File: src/rtl/jump_lut_pkg.sv
// jump_lut_pkg: shared types and constants for the jump-table loader.
// State encoding, table geometry and entry types used by the loader and its users.
package jump_lut_pkg;

   localparam int LUT_ADDR_W = 8;
   localparam int LUT_DATA_W = 8;
   localparam int LUT_DEPTH  = 2 ** LUT_ADDR_W;

   // A zero entry count in the header means "load the whole table".
   localparam int CNT_ZERO_FULL = LUT_DEPTH;

   typedef logic [LUT_ADDR_W-1:0] lut_index_t;
   typedef logic [LUT_DATA_W-1:0] jump_addr_t;

   typedef enum logic [2:0] {
      IDLE,
      HDR_IDX,
      HDR_CNT,
      DATA,
      CKSUM,
      DONE
   } ld_state_e;

endpackage

File: src/rtl/jump_lut_loader.sv
// jump_lut_loader: turns a header/data/checksum byte stream into table writes.
// Checksum stage is built only when JUMP_LUT_LOADER_CKSUM_EN is defined.
module jump_lut_loader
   import jump_lut_pkg::*;
#(
   parameter int ADDR_W = LUT_ADDR_W,
   parameter int DATA_W = LUT_DATA_W
) (
   input  logic              Clk,
   input  logic              Reset,
   input  logic              start,
   input  logic              in_valid,
   input  logic [DATA_W-1:0] in_data,
   output logic              in_ready,
   output logic              wr_en,
   output logic [ADDR_W-1:0] wr_index,
   output logic [DATA_W-1:0] wr_data,
   output logic              busy,
   output logic              done,
   output logic              err
);

   localparam logic [ADDR_W:0] FULL_CNT = {1'b1, {ADDR_W{1'b0}}};
   localparam logic [ADDR_W:0] ONE_CNT  = {{ADDR_W{1'b0}}, 1'b1};

   ld_state_e         state_q, state_d;
   logic [ADDR_W-1:0] idx_q, idx_d;
   logic [ADDR_W:0]   rem_q, rem_d;
   logic              wr_en_q, wr_en_d;
   logic [ADDR_W-1:0] wr_idx_q, wr_idx_d;
   logic [DATA_W-1:0] wr_dat_q, wr_dat_d;
   logic              acc;
   logic              last;

   assign acc  = in_valid & in_ready;
   assign last = (rem_q == ONE_CNT);

   // State register
   always_ff @(posedge Clk or posedge Reset) begin
      if (Reset) state_q <= IDLE;
      else       state_q <= state_d;
   end

   // Next-state: advance on accepted bytes, start only honoured in IDLE
   always_comb begin
      state_d = state_q;
      unique case (state_q)
         IDLE:    if (start) state_d = HDR_IDX;
         HDR_IDX: if (acc) state_d = HDR_CNT;
         HDR_CNT: if (acc) state_d = DATA;
`ifdef JUMP_LUT_LOADER_CKSUM_EN
         DATA:    if (acc && last) state_d = CKSUM;
         CKSUM:   if (acc) state_d = DONE;
`else
         DATA:    if (acc && last) state_d = DONE;
`endif
         DONE:    state_d = IDLE;
         default: state_d = IDLE;
      endcase
   end

   // State-decoded handshake and status outputs
   always_comb begin
      in_ready = 1'b0;
      busy     = 1'b0;
      done     = 1'b0;
      unique case (state_q)
         HDR_IDX, HDR_CNT, DATA, CKSUM: begin
            in_ready = 1'b1;
            busy     = 1'b1;
         end
         DONE:    done = 1'b1;
         default: ;
      endcase
   end

   // Index/count latching and the one-cycle-late write port
   always_comb begin
      idx_d    = idx_q;
      rem_d    = rem_q;
      wr_en_d  = 1'b0;
      wr_idx_d = wr_idx_q;
      wr_dat_d = wr_dat_q;
      unique case (state_q)
         HDR_IDX: if (acc) idx_d = in_data[ADDR_W-1:0];
         HDR_CNT: if (acc) begin
            rem_d = (in_data == '0) ? FULL_CNT
                                    : {1'b0, in_data[ADDR_W-1:0]};
         end
         DATA: if (acc) begin
            wr_en_d  = 1'b1;
            wr_idx_d = idx_q;
            wr_dat_d = in_data;
            idx_d    = idx_q + 1'b1;
            rem_d    = rem_q - 1'b1;
         end
         default: ;
      endcase
   end

   // Datapath registers
   always_ff @(posedge Clk or posedge Reset) begin
      if (Reset) begin
         idx_q    <= '0;
         rem_q    <= '0;
         wr_en_q  <= 1'b0;
         wr_idx_q <= '0;
         wr_dat_q <= '0;
      end else begin
         idx_q    <= idx_d;
         rem_q    <= rem_d;
         wr_en_q  <= wr_en_d;
         wr_idx_q <= wr_idx_d;
         wr_dat_q <= wr_dat_d;
      end
   end

   assign wr_en    = wr_en_q;
   assign wr_index = wr_idx_q;
   assign wr_data  = wr_dat_q;

`ifdef JUMP_LUT_LOADER_CKSUM_EN
   logic [DATA_W-1:0] sum_q, sum_d;
   logic              err_q, err_d;

   // Running byte sum of the entries and sticky mismatch flag
   always_comb begin
      sum_d = sum_q;
      err_d = err_q;
      unique case (state_q)
         IDLE:    if (start) err_d = 1'b0;
         HDR_CNT: if (acc) sum_d = '0;
         DATA:    if (acc) sum_d = sum_q + in_data;
         CKSUM:   if (acc) err_d = (in_data != sum_q);
         default: ;
      endcase
   end

   // Checksum registers
   always_ff @(posedge Clk or posedge Reset) begin
      if (Reset) begin
         sum_q <= '0;
         err_q <= 1'b0;
      end else begin
         sum_q <= sum_d;
         err_q <= err_d;
      end
   end

   assign err = err_q;
`else
   assign err = 1'b0;
`endif

endmodule

File: config.mk
export PLATFORM = sky130hd
export DESIGN_NAME = jump_lut_loader
export DESIGN_NICKNAME = d
export VERILOG_FILES = /design/src/rtl/jump_lut_pkg.sv /design/src/rtl/jump_lut_loader.sv
export SDC_FILE = /design/constraint.sdc
export NUM_CORES = 1
export LEC_CHECK = 0
export BUFFER_PORTS_ARGS = -buffer_cell sky130_fd_sc_hd__buf_4
export CAP_MARGIN = 5
export CORE_MARGIN = 5
export CORE_UTILIZATION = 45
export CTS_CLUSTER_SIZE = 14
export DETAILED_ROUTE_END_ITERATION = 8
export GPL_TIMING_DRIVEN = 0
export PLACE_DENSITY = 0.77
export SLEW_MARGIN = 30
export SYNTH_ARGS = -nofsm -noshare
export SYNTH_HDL_FRONTEND = slang
export SYNTH_SLANG_ARGS = --single-unit
File: constraint.sdc
create_clock -name Clk -period 1.73 [get_ports Clk]
set_clock_uncertainty 0.05 [all_clocks]
set_input_delay 0.4325 -clock Clk [delete_from_list [all_inputs] [get_ports Clk]]
set_output_delay 0.4325 -clock Clk [all_outputs]
set_load 0.01 [all_outputs]
* After elaboration in Yosys (flattened, before gate mapping)
Cells that the tools add are included.
** Storage, ports and cells
- Bits in registers :: 37
- Latch bits :: 0
- RAM bits :: 0
- Memory bits (read-only) :: 0
- Output and inout bits :: 21
- Memories :: 0
** Cells by class
- $add $sub $neg :: 2
- $mul :: 0
- Div/mod/pow operators :: 0
- $lt $le $gt $ge :: 0
- Equality and inequality tests :: 11
- Shift operators :: 0
- Muxes and demuxes :: 16
- Bitwise operators :: 1
- Reductions and logical operators :: 10
** Operator list (count)
- 9-bit two-way mux :: 3
- 9-bit case mux with 2 select lines :: 1
- 8-bit two-way mux :: 2
- 8-bit case mux with 2 select lines :: 1
- 3-bit two-way mux :: 4
- 3-bit case mux with 4 select lines :: 1
- 2-bit != test (second input constant) :: 5
- 9-bit by 1-bit == test with 1-bit output (second input constant) :: 1
- 9-bit by 1-bit subtractor with 9-bit output (second input constant) :: 1
- 8-bit by 1-bit adder with 8-bit output (second input constant) :: 1
- 8-bit logical NOT :: 1
- 3-bit by 2-bit == test with 1-bit output (second input constant) :: 2
- 3-bit == test (second input constant) :: 2
- 3-bit AND reduction :: 2
- 1-bit two-way mux :: 4
- 4-bit AND reduction :: 1
- 2-bit nonzero test :: 2
- 4-bit OR reduction :: 1
- 3-bit by 1-bit == test with 1-bit output (second input constant) :: 1
- 3-bit logical NOT :: 1
- 2-bit AND reduction :: 1
- 1-bit AND :: 1
- 1-bit logical AND :: 1

* Depth between registers and ports, before layout
- Depth after elaboration :: 7
- Depth in mapped cells :: 8
- Depth with buffers taken out :: 6

* Worst setup path before layout
Ideal clock, no wire load.
- Kind :: register to output
- From :: register state_q[0]
- To :: output port in_ready
- Data arrival time :: 1.025 ns
- Required time :: 1.247 ns
- Setup slack :: 0.223 ns
- Cell stages (with the launch flop) :: 5
- Path buffers :: 2
- Cells stage by stage :: dfrtp_1 buf_2 nor2_1 xnor2_1 buf_4
** Between the ends
- Longest elaborated chain between the ends :: 3
** Ends and longest elaborated chain
- start: declaration :: line jump_lut_loader.sv:26 : ld_state_e state_q, state_d;
- start signal: assignment :: line jump_lut_loader.sv:41 : else state_q <= state_d;
- 3-bit by 1-bit == test with 1-bit output (tied with other cells)
- 4-bit OR reduction (*)
- 1-bit two-way mux (*)
- end: declaration :: line jump_lut_loader.sv:14 : output logic in_ready,
Every way passes the cells marked *; elsewhere a longest branch is shown, timed or not.

* Worst setup path in the final report
- From :: register state_q[1]
- To :: output port done
** Between the ends
- Longest elaborated chain between the ends :: 2
** Ends and longest elaborated chain
- 3-bit == test :: line jump_lut_loader.sv:67 : unique case (state_q)
- 1-bit two-way mux :: line jump_lut_loader.sv:67
- end: declaration :: line jump_lut_loader.sv:19 : output logic done,
No other way between the ends.

==> results.md <==
- Number of global-route vias before repair: 1608
- Wire length on met1: 1940 um
- Met2 WL: 1990 um
- CP Data Arrival Time: 1.20 ns
- WHS: 0.238 ns
- Sw Ratio: 0.365
- Max rail drop VDD: 0.000472 V
- Xor-xnor portion of the synthesized cell area: 0.00448
- Clk pwr share: 0.185
- Inserted Clock Buffers: 5
- Post-Route WL: 4350 um
- Die Y: 75.9 um
- Tmin final: 1.68 ns
- Layout Nets: 268
- Fill cell count: 388
- Area share of fa/ha/maj cells after synthesis: 0.0192
- Most frequent cells in the layout: 60 x nand2_1, 36 x buf_4, 35 x dfrtp_1
- Simple-gate share of the synthesized area: 0.263
- Tightest Pin Transition: 0.771 ns
- Number of flops mapped to enable cells by yosys: 0
- Row count: 24
- Final setup violation count: 0
- Hold Path Class: in -> async
- Worst-path clk slew: 0.07 ns
- Clock Tree Root: clkbuf_8
- Layout cells sized above 1: 0.272
- Die Wd: 75.9 um
- Post-synthesis compound-gate area fraction: 0.156
- Cell Pwr Density: 1320 nW/um^2
- Pre-Repair DR Iteration Count: 4
- Multi-input gate area in the final layout: 917 um^2
- DR vias: 1659
- Longest Clk Path Bufs: 2
- Final hold vios: 0
- Uppermost routed layer: met4
- Area grow syn2layout: 20.7%
- Comb power frac: 0.357
- CTS tree: built
- H-tree Lvls: 2
- Final Cycle Share: 0.970
- RSZ-0062 raised after global routing: false
- Starting Density: 0.455
- Syn_area_per_cell: 9.10 um^2
- Most common flop cell mapped by yosys: dfrtp_1
- Hpwl dp: 3070 um
- Yosys warns: 0
- Sequential Power Share: 0.457
- Commonest non-fill, non-tap cell in the layout: nand2_1
- Rel. slew slack: 0.485
- Seq/Total Area, Yosys: 0.473
- Largest family of logic cells by synthesized area: simple AND/OR/NAND/NOR gates
- Fmax: 596 MHz
- Syn nets: 230
- CP startpoint kind: flop
- CP Class: reg -> out
- Post-synthesis register bit count: 37
- Total Routing Usage GR: 0.160
- Int Power: 1980 uW
- Wire per inst: 14.2 um
- Cell count after synthesis: 215
- Total grt overflow: 0
- Post-Place Setup Slack: 0.0656 ns
- Fin. max-slew vios: 0
- Diodes inserted: 0
- RePlAce Congestion: 0.870
- Share of flip-flops with an asynchronous set or reset: 1.00
- Met3 Wirelength: 270 um
- Sw Pwr: 1140 uW
- Max-capacitance violation count: 0
- Worst-path fanout max: 5
- WP data required: 1.25 ns
- First-pass GRT wire length: 7540 um
- I/O pin count: 33
- Hold-fix buffer count after cts: 0
- Status: finished, final reports clean
- Port bufs: 30
- Register area: 928 um^2
- Largest net degree at the start of global routing: 38
- Iter 0 DRT Violations: 126
- Multiplexer share of the synthesized area: 0.0154
- Synth cell types: 44
- Worst setup margin: 0.0514 ns
- Crit end category: output port
- CORE AREA: 4290 um^2
- Leakage: 0.00113 uW
- Post-Syn Area: 1960 um^2
- Post-route ant nets: 0
- Skew-Pair Late Insertion Delay: 0.29 ns
- Initial antenna violation count: 0
- # clock sinks: 37
- # DRC: 0
- Die ar.: 5760 um^2
- Via density: 5.42
-- cell usage after synthesis (all sizes together), types with 2 or more instances --
cell,n,area [um^2]
dfrtp,37,926
buf,13,105
o21ai,16,80.1
a2bb2oi,3,45.0
nand3b,4,30.0
nor2b,3,18.8
o211ai,2,15.0
nand3,5,25.0
and3b,4,38.8
o22ai,3,18.8
nor2,9,36.3
a21oi,14,70.1
nor3,6,35.0
inv,6,25.0
mux2i,3,30.0
nand2,62,252
or2,2,12.5
nor4,2,18.8
a31oi,4,31.3
ha,3,37.5
nand4,3,18.8
-- kinds of logic (layout without fill, tap and decap cells) --
kind of cell | Yosys count | count (layout)
other | 1 | 1
xor gates and xnor gates | 1 | 1
adders and majority gates | 3 | 3
and+or+nand+nor | 104 | 104
buffers and inverters | 19 | 58
DFF | 37 | 37
AOI/OAI and AO/OA | 47 | 47
muxes | 3 | 3
-- flip-flops by register name, summed over array words and instances, names as in the netlist --
name and count:
rem_q 9, idx_q 8, wr_data 8, wr_index 8, state_q 3, wr_en 1
-- critical path, cell delays in order (launching register included) --
cell,delay (ns)
dfrtp_2,0.44
buf_4,0.16
and3b_1,0.20
buf_4,0.11
-- final cells by class --
cell class                      count  area share
Sequential cell                    37       0.393
Multi-Input combinational cell    159       0.388
Timing Repair Buffer               34       0.108
Buffer                             10      0.0371
Clock buffer                        6      0.0307
Tap cell                           52      0.0276
Inverter                            6      0.0106
Clock inverter                      2     0.00424
-- layer usage --
metal | global-route usage | up-vias
met5 | 0 | -
met4 | 0.0765 | 0
met3 | 0.0557 | 14
met2 | 0.245 | 44
met1 | 0.200 | 792
li1 | - | 809
-- final timing paths --
check	depth (start not counted)	start	end	slack [ns]
max	3	state_q[1]$_DFFE_PP0P_	done	0.05
min in group Clk	3	in_data[7]	wr_data[7]$_DFFE_PP0P_	0.30
max reg2reg	8	state_q[2]$_DFFE_PP0P_	idx_q[7]$_DFFE_PP0P_	0.11
max in group asynchronous	2	Reset	state_q[0]$_DFFE_PP0P_	0.85
min reg2reg	2	wr_data[5]$_DFFE_PP0P_	wr_data[5]$_DFFE_PP0P_	0.42
min	2	Reset	wr_index[4]$_DFFE_PP0P_	0.24
-- power groups by stage --
stage | Combinational (uW) | Clock (uW) | Sequential, uW
2_1_floorplan | 699 | 0 | 1450
3_3_place_gp | 1080 | 0 | 1430
3_5_place_dp | 1110 | 0 | 1440
4_1_cts | 1120 | 599 | 1420
5_1_grt | 1270 | 638 | 1470
6_report | 1120 | 579 | 1430
-- stage by stage --
stage                     TNS [ns]  utilization  cell area [um^2]  std cells  power [uW]
after floorplan                  0            -              1960        215        2150
after global placement       -2.54        0.523              2250        297        2510
after detailed placement         0        0.523              2250        297        2550
after CTS                        0        0.549              2360        306        3140
after global routing             0        0.550              2360        306        3380
final                            0        0.550              2360        306        3120
-- what timing repair did --
action                     CTS  global route
cloned                       0             0
resized for setup            5             1
pin swaps                    0             1
setup endpoints to repair    2             2
buffers inserted             3             1
Power figures use the tool's default switching activity.
